### config.mk
export PLATFORM = sky130hd
export DESIGN_NAME = bcp_scheduler
export DESIGN_NICKNAME = d
export VERILOG_FILES = /design/src/rtl/bcp_scheduler.sv
export SDC_FILE = /design/constraint.sdc
export NUM_CORES = 1
export LEC_CHECK = 0
export BUFFER_PORTS_ARGS = -buffer_cell sky130_fd_sc_hd__buf_4
export CAP_MARGIN = 10
export CORE_MARGIN = 8
export CORE_UTILIZATION = 39
export CTS_CLUSTER_DIAMETER = 60
export CTS_CLUSTER_SIZE = 30
export DETAILED_ROUTE_END_ITERATION = 8
export PLACE_DENSITY = 0.66
export SLEW_MARGIN = 40
export SYNTH_ARGS = -nofsm -noshare
export SYNTH_HDL_FRONTEND = slang
export SYNTH_SLANG_ARGS = --single-unit
### constraint.sdc
create_clock -name clock -period 9 [get_ports clock]
set_input_delay 0.45 -clock clock [delete_from_list [all_inputs] [get_ports clock]]
set_output_delay 0.45 -clock clock [all_outputs]
set_load 0.01 [all_outputs]
### src/rtl/bcp_scheduler.sv
// bcp_scheduler: sequences one BCP round, round-robin applying check-unit implications
// Ports:
//   clock, reset (async, active-low), start          - control
//   init_assignment, init_free                        - initial variable state loaded at start
//   imp_valid, imp_vec, imp_pol                       - per-unit implication reports
//   unit_load, clause_enable                          - one-cycle pulses to the check units
//   grant                                             - one-hot unit whose implication is applied
//   assignment, free                                  - shared variable state driving the check units
//   imp_count, busy, done, conflict                   - round status
module bcp_scheduler #(
    parameter int var_num  = 8,
    parameter int unit_num = 4,
    parameter int size     = 8
) (
    input  logic                        clock,
    input  logic                        reset,
    input  logic                        start,
    input  logic [var_num-1:0]          init_assignment,
    input  logic [var_num-1:0]          init_free,
    input  logic [unit_num-1:0]         imp_valid,
    input  logic [unit_num*var_num-1:0] imp_vec,
    input  logic [unit_num-1:0]         imp_pol,
    output logic                        unit_load,
    output logic                        clause_enable,
    output logic [unit_num-1:0]         grant,
    output logic [var_num-1:0]          assignment,
    output logic [var_num-1:0]          free,
    output logic [size-1:0]             imp_count,
    output logic                        busy,
    output logic                        done,
    output logic                        conflict
);
    localparam int PW = unit_num > 1 ? $clog2(unit_num) : 1;
    localparam int VW = var_num > 1 ? $clog2(var_num) : 1;

    typedef enum logic [2:0] {IDLE, LOAD, EVAL, WAIT, ARB, APPLY, DONE} state_t;

    state_t              state_q, state_d;
    logic [PW-1:0]       ptr_q, ptr_d, sel_g_q, sel_g_d;
    logic [VW-1:0]       sel_v_q, sel_v_d;
    logic                sel_pol_q, sel_pol_d;
    logic [var_num-1:0]  assignment_q, assignment_d, free_q, free_d;
    logic [size-1:0]     imp_count_q, imp_count_d;
    logic [unit_num-1:0] grant_q, grant_d;
    logic                unit_load_q, unit_load_d, clause_enable_q, clause_enable_d;
    logic                busy_q, busy_d, done_q, done_d, conflict_q, conflict_d;

    logic [var_num-1:0]  vecs [unit_num];
    logic                found;
    logic [PW-1:0]       c, cand;
    logic [var_num-1:0]  hit;
    logic [VW-1:0]       tgt;

    for (genvar u = 0; u < unit_num; u++) begin : g_split
        assign vecs[u] = imp_vec[u*var_num +: var_num];
    end

    // Round-robin search starting at ptr, then lowest free literal of the winner.
    always_comb begin
        found = 1'b0;
        cand  = '0;
        c     = '0;
        tgt   = '0;
        for (int k = 0; k < unit_num; k++) begin
            c = PW'((int'(ptr_q) + k) % unit_num);
            if (!found && imp_valid[c]) begin
                found = 1'b1;
                cand  = c;
            end
        end
        hit = vecs[cand] & free_q;
        for (int j = var_num - 1; j >= 0; j--)
            if (hit[j]) tgt = VW'(j);
    end

    always_comb begin
        state_d         = state_q;
        ptr_d           = ptr_q;
        sel_g_d         = sel_g_q;
        sel_v_d         = sel_v_q;
        sel_pol_d       = sel_pol_q;
        assignment_d    = assignment_q;
        free_d          = free_q;
        imp_count_d     = imp_count_q;
        busy_d          = busy_q;
        conflict_d      = conflict_q;
        unit_load_d     = 1'b0;
        clause_enable_d = 1'b0;
        grant_d         = '0;
        done_d          = 1'b0;
        unique case (state_q)
            IDLE: if (start) begin
                state_d      = LOAD;
                assignment_d = init_assignment;
                free_d       = init_free;
                imp_count_d  = '0;
                conflict_d   = 1'b0;
                busy_d       = 1'b1;
                unit_load_d  = 1'b1;
            end
            LOAD: begin
                state_d         = EVAL;
                clause_enable_d = 1'b1;
            end
            EVAL: state_d = WAIT;
            WAIT: state_d = ARB;
            ARB: begin
                if (!found || hit == '0) begin
                    state_d    = DONE;
                    done_d     = 1'b1;
                    conflict_d = found;
                end else begin
                    state_d   = APPLY;
                    grant_d   = unit_num'(1) << cand;
                    sel_g_d   = cand;
                    sel_v_d   = tgt;
                    sel_pol_d = imp_pol[cand];
                end
            end
            APPLY: begin
                // Counters inside the check units persist, so only EVAL is re-pulsed.
                state_d               = EVAL;
                clause_enable_d       = 1'b1;
                assignment_d[sel_v_q] = sel_pol_q;
                free_d[sel_v_q]       = 1'b0;
                imp_count_d           = &imp_count_q ? imp_count_q : imp_count_q + size'(1);
                ptr_d                 = sel_g_q == PW'(unit_num - 1) ? '0 : sel_g_q + PW'(1);
            end
            DONE: begin
                state_d = IDLE;
                busy_d  = 1'b0;
            end
            default: state_d = IDLE;
        endcase
    end

    always_ff @(posedge clock or negedge reset) begin
        if (!reset) begin
            state_q         <= IDLE;
            ptr_q           <= '0;
            sel_g_q         <= '0;
            sel_v_q         <= '0;
            sel_pol_q       <= 1'b0;
            assignment_q    <= '0;
            free_q          <= '0;
            imp_count_q     <= '0;
            grant_q         <= '0;
            unit_load_q     <= 1'b0;
            clause_enable_q <= 1'b0;
            busy_q          <= 1'b0;
            done_q          <= 1'b0;
            conflict_q      <= 1'b0;
        end else begin
            state_q         <= state_d;
            ptr_q           <= ptr_d;
            sel_g_q         <= sel_g_d;
            sel_v_q         <= sel_v_d;
            sel_pol_q       <= sel_pol_d;
            assignment_q    <= assignment_d;
            free_q          <= free_d;
            imp_count_q     <= imp_count_d;
            grant_q         <= grant_d;
            unit_load_q     <= unit_load_d;
            clause_enable_q <= clause_enable_d;
            busy_q          <= busy_d;
            done_q          <= done_d;
            conflict_q      <= conflict_d;
        end
    end

    assign unit_load     = unit_load_q;
    assign clause_enable = clause_enable_q;
    assign grant         = grant_q;
    assign assignment    = assignment_q;
    assign free          = free_q;
    assign imp_count     = imp_count_q;
    assign busy          = busy_q;
    assign done          = done_q;
    assign conflict      = conflict_q;
endmodule

==> flow_summary.json <==
{
  "power_leakage_nw": 1.61,
  "drt_iter0_drc": 104,
  "worst_path_max_delay_cell": "or4b_4",
  "cap_violations": 0,
  "fp.dieH_microns": 94.9,
  "routed_wl_mm": 6.84,
  "overflow": 0,
  "crit_arrival_ps": 3170,
  "ys_ff_latch": 44,
  "max_freq_ghz": 0.335,
  "synth_area_sq_um": 2430,
  "clock_latency_ps": 290,
  "synthCells": 271,
  "path_class": "reg -> reg",
  "slowest_delay_ps": 580,
  "area_growth_pct": 34.8,
  "start_util_pct": 40.8,
  "peakVddDrop_mv": 0.154,
  "fin_util_pct": 55.0,
  "power.density_nw_per_um2": 278,
  "synth_cell_types": 47,
  "ctsLongestPathBuffers": 2,
  "drive_above_1_share_pct": 30.3,
  "syn-num-nets": 332,
  "ios": 92,
  "hold_class": "in -> async",
  "rsz0062_at_grt": "no",
  "finClkSkew_ps": 10.2,
  "diodes": 0,
  "via_per_inst": 5.26,
  "nFillCells": 587,
  "cts_buffers": 5,
  "nNetsFinal": 420,
  "die_x_microns": 94.9,
  "setup_tns_ps": 0,
  "startpoint_type": "flip-flop",
  "timing.critical_path.mode_cell": "and2_4",
  "cts_sinks": 44,
  "relSlewSlack_pct": 50.8,
  "ant_nets": 0,
  "path_max_fanout": 12,
  "grt_pass1_wl_mm": 11.0,
  "synth.area.top_cells": "dfrtp_1, nand2_1, mux2i_1",
  "h-tree-depth": 2,
  "drc": 0,
  "multi_input_area_sq_um": 1260,
  "ctsRootBufferMaster": "clkbuf_8",
  "final-max-slew-violation-count": 0,
  "cts_tree": "built",
  "cts.repair.resized": 0,
  "first_pass_iters": 4,
  "finalSetupViolations": 0,
  "syn_avg_cell_area_sq_um": 8.97,
  "rows": 28,
  "numPortBuffers": 91,
  "seq_area_sq_um": 1100,
  "post_cts_buffers": 0,
  "die_area_sq_um": 9010,
  "core_area_sq_um": 5960,
  "cp_cell_sequence": "and2_4, and2_4, or3_1, mux2i_1, o22ai_1, or4b_4, o21a_4, mux2_4",
  "hold_viol": 0,
  "place.gp.congestion": 0.814,
  "hold_buffers": 0,
  "status": "finished clean",
  "crit_family": "simple AND/OR/NAND/NOR gates",
  "crit_required_ps": 9180,
  "yosysTopAreaCell": "dfrtp_1",
  "crit_buf_inv": 0,
  "grt_pass1_vias": 2206,
  "synth_top_area_share_pct": 45.3,
  "vias": 2290,
  "place_hpwl_mm": 5.33,
  "grt_max_degree": 45,
  "ys_warn_count": 0,
  "clkSlewWorstSetupHoldPaths_ps": 90,
  "antenna_found_initial": 0,
  "endpoint_kind": "flip-flop",
  "period_needed_ps": 2990,
  "wire_per_inst_microns": 15.7,
  "tightest_slew_ps": 736,
  "fin_crit_sh_pct": 33.2,
  "seq_area_frac_synth_pct": 45.3,
  "grtUsageTotal_pct": 15.2,
  "holdWs_ps": 132
}
## cell families (layout without fill, tap and decap cells)
logic type | after synthesis | in the layout | share of synthesized area, %
AOI/OAI and AO/OA | 71 | 71 | 19.5
buffers and inverters | 16 | 105 | 2.88
DFF | 44 | 44 | 45.3
muxes | 18 | 18 | 7.67
and+or+nand+nor | 115 | 115 | 21.8
xor gates and xnor gates | 5 | 5 | 1.80
adders and majority gates | 2 | 2 | 1.03
## registers in the layout, summed over array words and instances (netlist names), 2 cells and up
register,count
imp_count,8
assignment,8
grant,4
state_q,3
sel_v_q,3
sel_g_q,2
free,8
ptr_q,2
## report_power, final
part / internal (mW) / leakage [nW] / switching [mW]
clock network: 0.0824 / 0.0552 / 0.0664
registers: 0.267 / 0.564 / 0.0738
logic: 0.196 / 0.987 / 0.227
total: 0.545 / 1.61 / 0.367
## placed cells by master, fill, tap and decap left out, types with 2 or more instances in the layout
master and count:
mux2i_1 16, nor4_1 3, ha_1 2, o22a_1 5, o211ai_1 3, nand3_1 6
and3_1 3, a31oi_1 5, o21ai_0 18, o22ai_1 4, a22o_1 5, nand2b_1 5
inv_1 5, clkbuf_8 5, a21oi_1 17, nand2_1 52, buf_4 92, nor2_1 21
xor2_1 4, nor2b_1 2, o21bai_1 2, nor3_1 10, nand4_1 3, or3_1 2
and2_4 2, dfrtp_1 44, and2_1 2
## stage by stage
stage,worst slack [ps],instances,cell area [sq um],power [mW]
2_1_floorplan,6170,271,2430,0.606
3_3_place_gp,5960,427,3160,0.760
3_5_place_dp,5920,427,3170,0.768
4_1_cts,6010,435,3280,0.922
5_1_grt,5900,435,3280,0.989
6_report,6010,435,3280,0.912
## cell type report
class,instances,area share (%)
flip-flops and latches,44,33.6
multi-input cells,211,38.6
clock inverters,2,1.07
clock buffers,6,2.22
repair buffers,92,21.1
well taps,75,2.86
inverters,5,0.573
## per-layer routing
metal,part of all wire (%),GRT usage (%)
met3,9.3,5.24
met4,0.70,3.51
met5,0,0
met1,45,21.2
met2,45,21.9
## Yosys cell counts, drive strengths merged
cell type and number:
or4b 1, and4 1, nor2b 2, o211ai 3, o311ai 1, mux2i 16
o21ba 1, a21oi 17, nand3 6, buf 5, a21o 1, o22ai 4
nand2 52, nor4 3, o21ai 19, a22o 5, dfrtp 44, a221oi 1
o22a 5, a22oi 1, inv 5, nor3 11, o31ai 1, nand4 3
nand2b 5, o211a 1, and3 3, a21boi 1, o21a 1, clkbuf 6
xor2 4, o21bai 2, and2 4, a311o 1, a31oi 5, or2 1
nor2 21, a211oi 1, mux2 2, xnor2 1, or3 2, ha 2
## worst paths after layout
check	startpoint	to	slack, ps	cells after the start
setup reg to reg	ptr_q[1]$_DFFE_PN0P_	sel_g_q[0]$_DFFE_PN0P_	6010	8
min in group clock	init_free[7]	free[7]$_DFFE_PN0P_	360	3
hold / removal	reset	done$_DFF_PN0_	130	1
max in group asynchronous	reset	assignment[2]$_DFFE_PN0P_	8470	1
hold reg to reg	assignment[3]$_DFFE_PN0P_	assignment[3]$_DFFE_PN0P_	490	1
setup / recovery	ptr_q[1]$_DFFE_PN0P_	sel_g_q[0]$_DFFE_PN0P_	6010	8
(Power assumes the default switching activity.)
